**src/rtl/fp_cmp_axis_issuer.sv**
```systemverilog
// fp_cmp_axis_issuer
//
// Issues operand pairs to an AXI-Stream floating-point compare core and collects its
// condition codes. Each result is turned into a boolean response according to the opcode
// of the matching request. Responses come back in request order.
//
// Ports:
//   aclk, areset        clock; synchronous active-high reset
//   req_*               request in (valid/ready, operands a/b, 3-bit opcode)
//   m_axis_a_*          operand A stream to the core
//   m_axis_b_*          operand B stream to the core
//   s_axis_result_*     condition code from the core, tdata[3:0] = {un, gt, lt, eq}
//   resp_*              response out (valid/ready, {31'b0, flag}, unordered)
//   busy                work outstanding, an operand pending, or a response pending
//   timeout_err         sticky watchdog flag (0 unless FPCMP_TIMEOUT_EN is defined)
//
// Build option: define FPCMP_TIMEOUT_EN to enable the watchdog.

module fp_cmp_axis_issuer #(
    parameter int unsigned MAX_OUTSTANDING = 4,
    parameter int unsigned TIMEOUT_CYCLES  = 64
) (
    input  logic        aclk,
    input  logic        areset,
    input  logic        req_valid,
    output logic        req_ready,
    input  logic [31:0] req_a,
    input  logic [31:0] req_b,
    input  logic [2:0]  req_op,
    output logic        m_axis_a_tvalid,
    input  logic        m_axis_a_tready,
    output logic [31:0] m_axis_a_tdata,
    output logic        m_axis_b_tvalid,
    input  logic        m_axis_b_tready,
    output logic [31:0] m_axis_b_tdata,
    input  logic        s_axis_result_tvalid,
    output logic        s_axis_result_tready,
    input  logic [7:0]  s_axis_result_tdata,
    output logic        resp_valid,
    input  logic        resp_ready,
    output logic [31:0] resp_result,
    output logic        resp_unordered,
    output logic        busy,
    output logic        timeout_err
);

    localparam int unsigned AW = $clog2(MAX_OUTSTANDING);
    localparam int unsigned CW = AW + 1;
    localparam logic [CW-1:0] MAX_CNT = CW'(MAX_OUTSTANDING);

    localparam logic ST_IDLE = 1'b0;
    localparam logic ST_SEND = 1'b1;

    localparam logic [2:0] OP_EQ = 3'd0;
    localparam logic [2:0] OP_NE = 3'd1;
    localparam logic [2:0] OP_LT = 3'd2;
    localparam logic [2:0] OP_LE = 3'd3;
    localparam logic [2:0] OP_GT = 3'd4;
    localparam logic [2:0] OP_GE = 3'd5;

    logic          a_state_q, b_state_q;
    logic [CW-1:0] outstanding_q;
    logic [2:0]    op_fifo_q [MAX_OUTSTANDING];
    logic [AW-1:0] wr_ptr_q, rd_ptr_q;
    logic [2:0]    head_op;
    logic          req_hs, res_hs, resp_hs, a_hs, b_hs;
    logic          cc_eq, cc_lt, cc_gt, cc_un;
    logic          flag;
    logic          unused_tdata;

    assign unused_tdata = ^s_axis_result_tdata[7:4];

    assign cc_eq = s_axis_result_tdata[0];
    assign cc_lt = s_axis_result_tdata[1];
    assign cc_gt = s_axis_result_tdata[2];
    assign cc_un = s_axis_result_tdata[3];

    assign m_axis_a_tvalid = (a_state_q == ST_SEND);
    assign m_axis_b_tvalid = (b_state_q == ST_SEND);
    assign a_hs = m_axis_a_tvalid && m_axis_a_tready;
    assign b_hs = m_axis_b_tvalid && m_axis_b_tready;

    // The opcode FIFO occupancy always equals the outstanding count, so the counter
    // doubles as the FIFO level.
    assign req_ready = !areset && (a_state_q == ST_IDLE) && (b_state_q == ST_IDLE)
                       && (outstanding_q < MAX_CNT);
    assign s_axis_result_tready = !areset && (outstanding_q != '0)
                                  && (!resp_valid || resp_ready);

    assign req_hs  = req_valid && req_ready;
    assign res_hs  = s_axis_result_tvalid && s_axis_result_tready;
    assign resp_hs = resp_valid && resp_ready;
    assign head_op = op_fifo_q[rd_ptr_q];

    assign busy = (outstanding_q != '0) || m_axis_a_tvalid || m_axis_b_tvalid || resp_valid;

    // NaN makes every relation false, so only NE reports true.
    always_comb begin
        flag = 1'b0;
        if (cc_un) begin
            flag = (head_op == OP_NE);
        end else begin
            case (head_op)
                OP_EQ:   flag = cc_eq;
                OP_NE:   flag = !cc_eq;
                OP_LT:   flag = cc_lt;
                OP_LE:   flag = cc_lt || cc_eq;
                OP_GT:   flag = cc_gt;
                OP_GE:   flag = cc_gt || cc_eq;
                default: flag = 1'b0;
            endcase
        end
    end

    // Opcode storage needs no reset; only the pointers define validity.
    always_ff @(posedge aclk) begin
        if (req_hs) begin
            op_fifo_q[wr_ptr_q] <= req_op;
        end
    end

    always_ff @(posedge aclk) begin
        if (areset) begin
            a_state_q      <= ST_IDLE;
            b_state_q      <= ST_IDLE;
            m_axis_a_tdata <= '0;
            m_axis_b_tdata <= '0;
            outstanding_q  <= '0;
            wr_ptr_q       <= '0;
            rd_ptr_q       <= '0;
            resp_valid     <= 1'b0;
            resp_result    <= '0;
            resp_unordered <= 1'b0;
        end else begin
            // Accept only happens with both channels idle, so no conflict with a_hs/b_hs.
            if (req_hs) begin
                a_state_q      <= ST_SEND;
                b_state_q      <= ST_SEND;
                m_axis_a_tdata <= req_a;
                m_axis_b_tdata <= req_b;
                wr_ptr_q       <= wr_ptr_q + AW'(1);
            end else begin
                if (a_hs) a_state_q <= ST_IDLE;
                if (b_hs) b_state_q <= ST_IDLE;
            end

            case ({req_hs, res_hs})
                2'b10:   outstanding_q <= outstanding_q + CW'(1);
                2'b01:   outstanding_q <= outstanding_q - CW'(1);
                default: outstanding_q <= outstanding_q;
            endcase

            if (res_hs) begin
                rd_ptr_q       <= rd_ptr_q + AW'(1);
                resp_valid     <= 1'b1;
                resp_result    <= {31'b0, flag};
                resp_unordered <= cc_un;
            end else if (resp_hs) begin
                resp_valid <= 1'b0;
            end
        end
    end

`ifdef FPCMP_TIMEOUT_EN
    localparam int unsigned TW = $clog2(TIMEOUT_CYCLES + 1);

    logic [TW-1:0] tmo_cnt_q;
    logic          timeout_err_q;

    // Counter saturates at the limit; the error flag is sticky until reset.
    always_ff @(posedge aclk) begin
        if (areset) begin
            tmo_cnt_q     <= '0;
            timeout_err_q <= 1'b0;
        end else if (res_hs) begin
            tmo_cnt_q <= '0;
        end else if ((outstanding_q != '0) && (tmo_cnt_q != TW'(TIMEOUT_CYCLES))) begin
            tmo_cnt_q <= tmo_cnt_q + TW'(1);
            if (tmo_cnt_q == TW'(TIMEOUT_CYCLES - 1)) begin
                timeout_err_q <= 1'b1;
            end
        end
    end

    assign timeout_err = timeout_err_q;
`else
    assign timeout_err = 1'b0;
`endif

endmodule

```
**config.mk**
```make
export PLATFORM = sky130hd
export DESIGN_NAME = fp_cmp_axis_issuer
export DESIGN_NICKNAME = d
export VERILOG_FILES = /design/src/rtl/fp_cmp_axis_issuer.sv
export SDC_FILE = /design/constraint.sdc
export NUM_CORES = 1
export LEC_CHECK = 0
export CAP_MARGIN = 5
export CORE_MARGIN = 8
export CORE_UTILIZATION = 43
export CTS_CLUSTER_DIAMETER = 60
export CTS_CLUSTER_SIZE = 16
export DETAILED_ROUTE_END_ITERATION = 16
export PLACE_DENSITY = 0.86
export SLEW_MARGIN = 20
export SYNTH_ARGS = -nofsm -noshare
export SYNTH_HDL_FRONTEND = slang
export SYNTH_SLANG_ARGS = --single-unit
```
**constraint.sdc**
```tcl
create_clock -name aclk -period 5.22 [get_ports aclk]
set_clock_uncertainty 0.2 [all_clocks]
set_input_delay 1.044 -clock aclk [delete_from_list [all_inputs] [get_ports aclk]]
set_output_delay 1.044 -clock aclk [all_outputs]
set_load 0.1 [all_outputs]
```
After elaboration in Yosys (flattened, before gate mapping)
Memories as Yosys holds them, arrays and structs flattened. A register that Yosys moved wholly into a read port is not among the register bits.
Index checks and enable logic that the tools add are counted.

word-level totals
  bits in registers = 76
  output and inout bits = 104
  word-level logic and storage cells = 63
  memories kept = 1
  bits in writable memories = 12
  bits of input ports = 82
  latch bits = 0
  bits in read-only memories = 0

memories
  name       words  width  rd ports  clocked after memory_dff  write ports  RTL line  RTL
  op_fifo_q  4      3      1         1                         1            63        logic [2:0] op_fifo_q [MAX_OUTSTANDING];

operators by class
  reduce and logical (&&, ||, !) cells = 25
  $add $sub $neg = 4
  muxes and demuxes = 13
  equal/unequal tests = 7
  $lt $le $gt $ge = 1
  bitwise gates (word level) = 2
  divide/modulo/power cells = 0
  $mul = 0
  shifts and indexed selects = 0

operators with widths
  cell                                                count
  logical AND 1 bit                                   10
  2-to-1 mux 1 bit                                    9
  nonzero test 2 bit                                  4
  == test 3 x 2 -> 1 bit (second input constant)      2
  == test 3 bit (second input constant)               2
  logical OR 1 bit                                    6
  one-hot mux 1 bit (6 select lines)                  1
  one-hot mux 3 bit (2 select lines)                  1
  adder 2 x 1 -> 2 bit (second input constant)        2
  2-to-1 mux 2 bit                                    2
  adder 3 x 1 -> 3 bit (second input constant)        1
  == test 3 x 1 -> 1 bit (second input constant)      1
  logical NOT 1 bit                                   3
  logical NOT 3 bit                                   1
  less-than comparator 3 bit (second input constant)  1
  nonzero test 3 bit                                  1
  subtractor 3 x 1 -> 3 bit (second input constant)   1
  == test 2 x 1 -> 1 bit (second input constant)      1
  == test 2 bit (second input constant)               1
  inverter 1 bit                                      2

Longest topological paths before layout
Gate-level depths: netlist of the first run.

  depth in word-level cells = 7
  mapped depth = 12
  mapped depth without buffers = 10

Worst setup path before layout of the first run
OpenSTA, ideal clock, no wires.

  kind = input to register
  from = input port areset
  to = register outstanding_q[2]
  data required time = 4.950 ns
  path buffers = 1
  slack = -0.079 ns
  setup time = 0.070 ns
  stages on the path = 10
  arrival = 5.028 ns
  cells stage by stage = buf_2 > nor3_1 > nand2_1 > inv_1 > ha_1 > inv_1 > fa_1 > xor2_1 > or3_1 > a21oi_1

on the way
  elaborated cells between the ends (all ways) = 12
  classes of those cells = eq/ne (2); mux (1); reduce/logical (9)

RTL lines
  what                                                                             RTL line  RTL
  start, declared                                                                  24        input logic areset,
  logical NOT 1 bit *                                                              87        assign s_axis_result_tready = !areset && (outstanding_q != '0)
  logical AND 1 bit *                                                              87
  logical AND 1 bit *                                                              88        && (!resp_valid || resp_ready);
  net s_axis_result_tready                                                         37        output logic s_axis_result_tready,
  logical AND 1 bit *                                                              91        assign res_hs = s_axis_result_tvalid && s_axis_result_tready;
  net res_hs                                                                       66        logic req_hs, res_hs, resp_hs, a_hs, b_hs;
  == test 2 x 1 -> 1 bit / == test 2 bit (equally long branches)                   147       case ({req_hs, res_hs})
  one-hot mux 3 bit (2 select lines) / nonzero test 2 bit (equally long branches)  n/a
  end signal, assigned                                                             148       2'b10: outstanding_q <= outstanding_q + CW'(1);
  end signal, assigned                                                             149       2'b01: outstanding_q <= outstanding_q - CW'(1);
  end signal, assigned                                                             150       default: outstanding_q <= outstanding_q;
  end, declared                                                                    62        logic [CW-1:0] outstanding_q;

The timed path passes the listed nets; every way through them passes the cells marked *.
A chain may end at the register's enable or synchronous reset.

Worst setup path after layout of the first run
  from = register outstanding_q[0]
  to = output port busy

on the way
  word-level cells in the longest chain between the ends = 4

ends and longest elaborated chain
  what                           RTL line  RTL
  nonzero test 3 bit             95        assign busy = (outstanding_q != '0) || m_axis_a_tvalid || m_axis_b_tvalid || resp_valid;
  logical OR 1 bit (3 in a row)  95
  end, declared                  43        output logic busy,

Every way passes these cells.

==> results.ini, run 1 <==
[pwr]
p_sw_uw = 689.2
p_per_area_nw_per_um2 = 350.9
switching_share_pct = 37.73
max-vdd-ir-drop_uv = 204.7
p_int_mw = 1.137
power_mw = 1.826
power_frac_clock_pct = 27.7
power_leakage_nw = 1.926
p_seq_share_pct = 41.4
p_comb_share_pct = 30.9

[clock_network]
numCtsBuffers = 9
postCtsHoldBufs = 0
htreeDepth = 3
clk_path_buf_depth = 2
cts_tree = yes
cts.sinks = 90
postCtsSetupBuffers = 0
cts_root_buf = clkbuf_8
cts.clk_slew.worst_paths_ns = 0.08
clk_latency_ns = 0.34
post_cts_resized = 0

[floorplan]
core_um2 = 8175
fp.dieW_um = 107.4
fp.dieArea_um2 = 11530
rows = 33
die_h_um = 107.4
initial_utilization_pct = 43.94
io_pins = 186

[synth]
ys_seq_elements = 90
syn_inst = 409
synthArstFlopShare_pct = 0
synth_edf_count = 12
yosys_warnings = 0
avgSynthCellArea_um2 = 8.783
synthFlopType = dfxtp_1
yosysSeqAreaShare_pct = 53.50
ys_types = 32
synth_area_um2 = 3592

[cells_and_area]
finalNonFillerCells = 657
drive_above_1_share_pct = 4.891
layout-area-overhead-vs-synth_pct = 44.90
nFillCells = 693
postLayoutCoreUtil_pct = 63.67
antenna-diode-count = 0
final_cell_mix = clkdlybuf4s50_1 (146), nand2_1 (136), dfxtp_1 (78)
nNetsFinal = 635
layout_commonest_cell = clkdlybuf4s50_1

[place]
dp_hpwl_mm = 7.055
dp_cells = 641
port_buffers = 149
gp_congestion = 0.7695

[setup_path]
cp.arrival_ns = 2.10
reg2reg_from = outstanding_q[2]
ff2ff_setup_slack_ns = 2.64
cp-endpoint = busy
r2r.worst_path.cells = 10
critPathLaunchType = register
critical_path_required_ns = 3.98
cp_max_fo = 3
worst-setup-path-type = register to primary output
cp-startpoint = outstanding_q[0]
cp-end-kind = primary output
timing.rr.end = outstanding_q[2]

[drt]
drt_wl_total_mm = 9.463
drcViolationCount = 0
drtPass1Iterations = 4
route.vias.total = 3070
ant_nets = 0
drt_iter0_markers = 104
post_drt_wl_per_cell_um = 14.40
via_per_inst = 4.673

[grt]
grt_max_degree = 68
grt_use_total_pct = 15.84
grt_pass1_vias = 3037
antenna_found_initial = 0
grt_first_pass_wirelength_mm = 14.89
globalRoute.totalOverflow = 0

[timing]
period_needed_ns = 3.347
setup_viol = 0
worstMarginPinSlew_ns = 1.020
tns_ns = 0
slew_violations = 0
fmax_mhz = 298.8
rsz0062_at_grt = no
hold_viol = 0
relSlewSlack_pct = 31.76
fin_crit_sh_pct = 64.12

[hold_path]
hold_class = register to register

[outcome]
outcome = finished, final reports clean

[job]
drv_cap = 0

==> power groups by stage <==
stage	Clock (mW)	Combinational (mW)	Sequential [mW]
after detailed placement	0	0.565	0.772
final	0.506	0.565	0.755
after global routing	0.551	0.590	0.760
after floorplan	0	0.248	0.969
after global placement	0	0.560	0.769
after CTS	0.521	0.567	0.756
==> cell usage after synthesis (2+ instances only) <==
cell type | instances | area [µm²]
a21oi_1 | 70 | 350.3
a31oi_1 | 2 | 12.51
and3_1 | 4 | 25.02
buf_2 | 6 | 30.03
buf_4 | 36 | 270.3
buf_6 | 2 | 22.52
clkbuf_1 | 11 | 41.29
dfxtp_1 | 78 | 1562
edfxtp_1 | 12 | 360.4
ha_1 | 5 | 62.56
inv_1 | 8 | 30.03
mux4_1 | 2 | 52.55
nand2_1 | 136 | 510.5
nand2b_1 | 2 | 12.51
nor2_1 | 10 | 37.54
nor2b_1 | 3 | 18.77
nor3_1 | 3 | 15.01
xnor2_1 | 3 | 26.28
xor2_1 | 3 | 26.28
==> worst min path at each step <==
stage	startpoint	to	slack (ns)	cells past startpoint
2_1_floorplan	wr_ptr_q[1]	wr_ptr_q[1]	0.27	2
3_3_place_gp	m_axis_a_tdata[18]	m_axis_a_tdata[18]	0.24	2
3_5_place_dp	m_axis_a_tdata[10]	m_axis_a_tdata[10]	0.25	2
4_1_cts	m_axis_a_tdata[8]	m_axis_a_tdata[8]	0.26	2
5_1_grt	m_axis_b_tdata[1]	m_axis_b_tdata[1]	0.27	2
6_report	m_axis_a_tdata[13]	m_axis_a_tdata[13]	0.26	2
==> area by class of cell <==
class,instances,area [µm²],share of cell area (%)
sequential,90,1922,36.92
timing repair buffer,152,1504,28.89
multi-input combinational,285,1391,26.73
clock buffer,11,162.7,3.125
tap,105,131.4,2.524
clock inverter,5,60.06,1.154
inverter,9,33.78,0.6490
==> metrics by stage <==
stage	hold WS (ns)	cell area (µm²)	worst slack, ns
after floorplan	0.2692	3714	0.8952
after global placement	0.2413	4982	1.728
after detailed placement	0.2461	4982	1.656
after CTS	0.2587	5205	1.846
after global routing	0.2704	5205	1.799
final	0.2563	5205	1.873
==> sequential cells by signal, indices dropped and copies added, names as in the netlist, named ones only <==
name             cells
m_axis_a_tdata      32
m_axis_a_tvalid      1
m_axis_b_tdata      32
m_axis_b_tvalid      1
op_fifo_q           12
outstanding_q        3
rd_ptr_q             2
resp_result          1
resp_unordered       1
resp_valid           1
wr_ptr_q             2
==> per-layer routing <==
layer / track usage (%) / vias up / wire, µm
met5: 0 / - / 0
met3: 7.186 / 11 / 1116
met2: 27.93 / 117 / 4764
li1: - / 1530 / -
met4: 5.253 / 0 / 130
met1: 16.30 / 1412 / 3451
==> logic make-up after synthesis <==
group / synth area share, %
AOI/OAI and AO/OA: 10.73
xor gates and xnor gates: 1.463
adders and majority gates: 2.299
buffers and inverters: 11.18
DFF: 53.50
muxes: 2.368
other: 0.1044
and+or+nand+nor: 18.36
==> critical path, cell delays in order, from the launching register on <==
cell	delay (ns)
dfxtp_1	0.34
nor3_1	0.37
nand2_1	0.08
clkdlybuf4s50_1	0.98
(Power assumes the default switching activity.)
==> inputs of run 2 (changes only) <==
--- a/config.mk
+++ b/config.mk
@@ -7,11 +7,11 @@
 export LEC_CHECK = 0
 export CAP_MARGIN = 5
 export CORE_MARGIN = 8
-export CORE_UTILIZATION = 43
+export CORE_UTILIZATION = 36
 export CTS_CLUSTER_DIAMETER = 60
 export CTS_CLUSTER_SIZE = 16
 export DETAILED_ROUTE_END_ITERATION = 16
-export PLACE_DENSITY = 0.86
+export PLACE_DENSITY = 0.77
 export SLEW_MARGIN = 20
 export SYNTH_ARGS = -nofsm -noshare
 export SYNTH_HDL_FRONTEND = slang
==> constraint.sdc (replaced) <==
create_clock -name aclk -period 2.9 [get_ports aclk]
set_clock_uncertainty 0.2 [all_clocks]
set_input_delay 0.58 -clock aclk [delete_from_list [all_inputs] [get_ports aclk]]
set_output_delay 0.58 -clock aclk [all_outputs]
set_load 0.1 [all_outputs]
==> results.ini, run 2 (synthesis gave the netlist of run 1 again) <==
[timing]
setup_viol = 0  ; unchanged
hold_viol = 0  ; unchanged
slew_violations = 0  ; unchanged
rsz0062_at_grt = no  ; unchanged
setup_slack_ns = 0.3949  ; was 1.873 ns
relSlewSlack_pct = 53.51  ; was 31.76%
tns_ns = 0  ; unchanged
fmax_mhz = 399.2
worstMarginPinSlew_ns = 0.6974  ; was 1.020 ns
period_needed_ns = 2.505
fin_crit_sh_pct = 86.38

[clock_network]
post_cts_resized = 0  ; unchanged
clk_latency_ns = 0.35  ; was 0.34 ns
cts.clk_slew.worst_paths_ns = 0.09  ; was 0.08 ns
cts.sinks = 90  ; unchanged
cts_tree = yes  ; unchanged
postCtsHoldBufs = 0  ; unchanged
htreeDepth = 3  ; unchanged
cts_root_buf = clkbuf_8  ; unchanged
clk_path_buf_depth = 2  ; unchanged
numCtsBuffers = 9  ; unchanged
postCtsSetupBuffers = 0  ; unchanged

[drt]
via_per_inst = 4.428  ; was 4.673
ant_nets = 0  ; unchanged
drt_iter0_markers = 109  ; was 104
post_drt_wl_per_cell_um = 13.68  ; was 14.40 µm
drcViolationCount = 0  ; unchanged
route.vias.total = 3060  ; was 3070
drt_wl_total_mm = 9.450  ; was 9.463 mm
drtPass1Iterations = 4  ; unchanged

[floorplan]
die_h_um = 115.9  ; was 107.4 µm
rows = 36  ; was 33
fp.dieW_um = 115.9  ; was 107.4 µm
io_pins = 186  ; unchanged
fp.dieArea_um2 = 13430  ; was 11530 µm²
core_um2 = 9729  ; was 8175 µm²
initial_utilization_pct = 36.92  ; was 43.94%

[cells_and_area]
layout_commonest_cell = nand2_1  ; was clkdlybuf4s50_1
nNetsFinal = 641  ; was 635
design_area_um2 = 5140  ; was 5205 µm²
final_cell_mix = nand2_1 (136), buf_4 (79), dfxtp_1 (76), clkdlybuf4s50_1 (76), a21oi_1 (70)  ; was clkdlybuf4s50_1 (146), nand2_1 (136), dfxtp_1 (78)
antenna-diode-count = 0  ; unchanged
reg.largest.list = m_axis_a_tdata x32, m_axis_b_tdata x32, op_fifo_q x12  ; unchanged
layout-area-overhead-vs-synth_pct = 43.09  ; was 44.90%
nFillCells = 915  ; was 693
drive_above_1_share_pct = 19.35  ; was 4.891%

[grt]
grt_max_degree = 68  ; unchanged
top_usage_layer = met2  ; unchanged
globalRoute.totalOverflow = 0  ; unchanged
use_met2_pct = 23.28  ; was 27.93%
antenna_found_initial = 0  ; unchanged
grt_use_met1_pct = 14.94  ; was 16.30%
grt_use_total_pct = 13.93  ; was 15.84%
grt_util_met3_pct = 5.628  ; was 7.186%
grt_first_pass_wirelength_mm = 14.81  ; was 14.89 mm
grt_pass1_vias = 3052  ; was 3037

[setup_path]
ff2ff_setup_slack_ns = 0.57  ; was 2.64 ns
critical_path_required_ns = 2.98  ; was 3.98 ns
critPathLaunchType = primary input  ; was register
cp.arrival_ns = 2.58  ; was 2.10 ns
r2r.worst_path.cells = 10  ; unchanged
cp-startpoint = resp_ready  ; was outstanding_q[0]
cp_max_fo = 2  ; was 3
worst-setup-path-type = primary input to register  ; was register to primary output
cp-end-kind = register  ; was primary output
timing.rr.end = outstanding_q[2]  ; unchanged
reg2reg_from = outstanding_q[2]  ; unchanged

[outcome]
outcome = finished, final reports clean  ; unchanged

[place]
port_buffers = 149  ; unchanged
dp_hpwl_mm = 7.103  ; was 7.055 mm
postPlaceCellArea_um2 = 4936  ; was 4982 µm²
pre_cts_slack_ns = 0.03949  ; was 1.656 ns
gp_congestion = 0.7314  ; was 0.7695

[hold_path]
worstHoldStart = m_axis_a_tdata[5]  ; was m_axis_a_tdata[13]
hold-path-endpoint = m_axis_a_tdata[5]  ; was m_axis_a_tdata[13]
hold_depth = 2  ; unchanged
hold_class = register to register  ; unchanged

[job]
drv_cap = 0  ; unchanged

[pwr]
max-vdd-ir-drop_uv = 298.1  ; was 204.7 µV
power_leakage_nw = 2.093  ; was 1.926 nW
p_per_area_nw_per_um2 = 633.6  ; was 350.9 nW/µm²

[run 2: through the flow]
step / total power [mW] / hold WS (ns) / cells / util, %
5_1_grt: 3.417 / 0.2715 / 691 / 52.83
6_report: 3.257 / 0.2536 / 691 / 52.83
4_1_cts: 3.309 / 0.2575 / 691 / 52.83
3_5_place_dp: 2.420 / 0.2443 / 675 / 50.73
3_3_place_gp: 2.405 / 0.2392 / 675 / 50.73
2_1_floorplan: 2.208 / 0.2692 / 440 / -
[run 2: worst max path at each step]
stage / end / slack (ns) / depth (start not counted)
2_1_floorplan: outstanding_q[2] / -0.64 / 12
3_3_place_gp: outstanding_q[2] / 0.09 / 11
3_5_place_dp: outstanding_q[2] / 0.04 / 11
4_1_cts: outstanding_q[2] / 0.42 / 11
5_1_grt: outstanding_q[2] / 0.32 / 11
6_report: outstanding_q[2] / 0.39 / 11
[run 2: layout make-up]
| cell class | count | area, µm² | share of cell area, % |
|---|---|---|---|
| sequential | 90 | 1924 | 37.44 |
| multi-input combinational | 285 | 1413 | 27.48 |
| clock inverter | 5 | 52.55 | 1.022 |
| inverter | 9 | 33.78 | 0.6573 |
| clock buffer | 11 | 151.4 | 2.945 |
| tap | 133 | 166.4 | 3.238 |
| timing repair buffer | 158 | 1399 | 27.22 |
[run 2: power breakdown]
part	internal, mW	switching, mW
registers	1.32	0.0369
clock network	0.441	0.429
logic	0.250	0.775
[run 2: critical path: stages]
cell             delay [ns]
clkdlybuf4s50_1        0.46
nor2b_1                0.07
nor3_4                 0.13
nand2_1                0.09
inv_1                  0.13
ha_4                   0.16
inv_2                  0.04
fa_2                   0.35
xor2_1                 0.16
or3_1                  0.30
a21oi_1                0.13
[run 2: metal layers]
metal / vias up / part of all wire (%)
li1: 1546 / -
met1: 1393 / 37
met2: 111 / 50
met3: 10 / 11
met4: 0 / 1.7
met5: - / 0
==> inputs of run 3 (changes only) <==
--- a/config.mk
+++ b/config.mk
@@ -6,12 +6,11 @@
 export NUM_CORES = 1
 export LEC_CHECK = 0
 export CAP_MARGIN = 5
-export CORE_MARGIN = 8
-export CORE_UTILIZATION = 36
+export CORE_UTILIZATION = 40
 export CTS_CLUSTER_DIAMETER = 60
 export CTS_CLUSTER_SIZE = 16
 export DETAILED_ROUTE_END_ITERATION = 16
-export PLACE_DENSITY = 0.77
+export PLACE_DENSITY = 0.81
 export SLEW_MARGIN = 20
 export SYNTH_ARGS = -nofsm -noshare
 export SYNTH_HDL_FRONTEND = slang
==> constraint.sdc (replaced) <==
create_clock -name aclk -period 2.85 [get_ports aclk]
set_clock_uncertainty 0.2 [all_clocks]
set_input_delay 0.57 -clock aclk [delete_from_list [all_inputs] [get_ports aclk]]
set_output_delay 0.57 -clock aclk [all_outputs]
set_load 0.1 [all_outputs]
==> results.ini, run 3 (synthesis gave the netlist of run 1 again) <==
[place]
dp_hpwl_mm = 5.518  ; was 7.103 mm
port_buffers = 149  ; unchanged
dp_cells = 649  ; was 675
gp_congestion = 0.7515  ; was 0.7314
pre_cts_slack_ns = -0.006002  ; was 0.03949 ns

[cells_and_area]
drive_above_1_share_pct = 19.21  ; was 19.35%
layout_commonest_cell = nand2_1  ; unchanged
layout-area-overhead-vs-synth_pct = 41.69  ; was 43.09%
antenna-diode-count = 0  ; unchanged
final_cell_mix = nand2_1 (136), buf_4 (78), dfxtp_1 (76), clkdlybuf4s50_1 (76), a21oi_1 (70)  ; was nand2_1 (136), buf_4 (79), dfxtp_1 (76), clkdlybuf4s50_1 (76), a21oi_1 (70)
reg.largest.list = m_axis_a_tdata x32, m_axis_b_tdata x32, op_fifo_q x12  ; unchanged
nNetsFinal = 640  ; was 641
finalNonFillerCells = 665  ; was 691

[grt]
antenna_found_initial = 0  ; unchanged
globalRoute.totalOverflow = 0  ; unchanged
grt_pass1_vias = 2878  ; was 3052
grt_use_total_pct = 17.04  ; was 13.93%
grt_max_degree = 68  ; unchanged
grt_first_pass_wirelength_mm = 13.06  ; was 14.81 mm

[timing]
hold_viol = 0  ; unchanged
relSlewSlack_pct = 54.14  ; was 53.51%
setup_viol = 0  ; unchanged
fmax_mhz = 399.8
rsz0062_at_grt = no  ; unchanged
fin_hold_ws_ns = 0.2531  ; was 0.2536 ns
setup_slack_ns = 0.3488  ; was 0.3949 ns
worstMarginPinSlew_ns = 0.6878  ; was 0.6974 ns
fin_crit_sh_pct = 87.76
slew_violations = 0  ; unchanged
period_needed_ns = 2.501

[pwr]
power_leakage_nw = 2.087  ; was 2.093 nW
max-vdd-ir-drop_uv = 378.3  ; was 298.1 µV
power_mw = 3.282  ; was 3.257 mW
switching_share_pct = 38.62  ; was 38.10%
p_sw_mw = 1.268  ; was 1.241 mW
p_int_mw = 2.015  ; was 2.016 mW
power_frac_clock_pct = 26.3  ; was 26.7%
p_seq_share_pct = 42.2  ; was 41.8%
p_per_area_nw_per_um2 = 644.8  ; was 633.6 nW/µm²
p_comb_share_pct = 31.5  ; about the same

[setup_path]
cp-end-kind = register  ; unchanged
critical_path_required_ns = 2.92  ; was 2.98 ns
worst-setup-path-type = primary input to register  ; unchanged
cp.arrival_ns = 2.57  ; was 2.58 ns
critPathLaunchType = primary input  ; unchanged
cp_max_fo = 2  ; unchanged

[floorplan]
io_pins = 186  ; unchanged
rows = 34  ; was 36
initial_utilization_pct = 41.19  ; was 36.92%
core_um2 = 8721  ; was 9729 µm²
fp.dieArea_um2 = 9363  ; was 13430 µm²
die_h_um = 96.77  ; was 115.9 µm
fp.dieW_um = 96.77  ; was 115.9 µm

[clock_network]
clk_latency_ns = 0.34  ; was 0.35 ns
cts_root_buf = clkbuf_8  ; unchanged
clk_path_buf_depth = 2  ; unchanged
numCtsBuffers = 9  ; unchanged
cts.sinks = 90  ; unchanged
htreeDepth = 3  ; unchanged
postCtsSetupBuffers = 0  ; unchanged
cts_tree = yes  ; unchanged
post_cts_resized = 0  ; unchanged
postCtsHoldBufs = 0  ; unchanged
cts.clk_slew.worst_paths_ns = 0.09  ; about the same

[drt]
route.vias.total = 3043  ; was 3060
ant_nets = 0  ; unchanged
drt_wl_total_mm = 7.861  ; was 9.450 mm
drtPass1Iterations = 4  ; unchanged
via_per_inst = 4.576  ; was 4.428
drcViolationCount = 0  ; unchanged
drt_iter0_markers = 74  ; was 109
post_drt_wl_per_cell_um = 11.82  ; was 13.68 µm

[outcome]
outcome = finished, final reports clean  ; unchanged

[hold_path]
hold_class = register to register  ; unchanged

[job]
drv_cap = 0  ; unchanged

## run 3: layout make-up
type	instances	area, µm²
clock buffers	10	128.9
multi-input cells	285	1413
inverters	9	33.78
clock inverters	6	63.81
well taps	108	135.1
fillers	775	3631
repair buffers	157	1391
flip-flops and latches	90	1924
## run 3: worst max-delay path: stages
cell and delay (ns):
clkdlybuf4s50_1 0.46, nor2b_1 0.07, nor3_4 0.13, nand2_1 0.09, inv_1 0.12, ha_4 0.16
inv_2 0.04, fa_2 0.34, xor2_1 0.15, or3_1 0.31, a21oi_1 0.14
## run 3: stage by stage
stage | utilization, % | cell area [µm²] | TNS [ns]
floorplan | - | 3792 | -5.327
global placement | 56.15 | 4897 | 0
detailed placement | 56.15 | 4897 | -0.006002
CTS | 58.36 | 5090 | 0
global route | 58.36 | 5090 | 0
finish | 58.36 | 5090 | 0
## run 3: power by group through the flow
| stage | Combinational (mW) | Clock (mW) | Sequential [mW] |
|---|---|---|---|
| floorplan | 0.471 | 0 | 1.78 |
| global placement | 1.03 | 0 | 1.41 |
| detailed placement | 1.04 | 0 | 1.41 |
| CTS | 1.04 | 0.899 | 1.39 |
| global route | 1.08 | 0.943 | 1.39 |
| finish | 1.03 | 0.862 | 1.38 |
## run 3: final timing paths
| kind | startpoint | endpoint | slack, ns | depth (start not counted) |
|---|---|---|---|---|
| max | resp_ready | outstanding_q[2] | 0.35 | 11 |
| min | m_axis_a_tdata[7] | m_axis_a_tdata[7] | 0.25 | 2 |
| max reg2reg | outstanding_q[2] | outstanding_q[2] | 0.54 | 10 |
| min reg2reg | m_axis_a_tdata[7] | m_axis_a_tdata[7] | 0.25 | 2 |
## run 3: routing by layer
| layer | track usage, % | share of wire [%] | routed length [µm] | vias to the layer above |
|---|---|---|---|---|
| li1 | - | - | - | 1542 |
| met1 | 19.20 | 41 | 3252 | 1369 |
| met2 | 29.20 | 49 | 3815 | 124 |
| met3 | 6.503 | 8.7 | 680 | 8 |
| met4 | 6.200 | 1.4 | 113 | 0 |
| met5 | 0 | 0 | 0 | - |
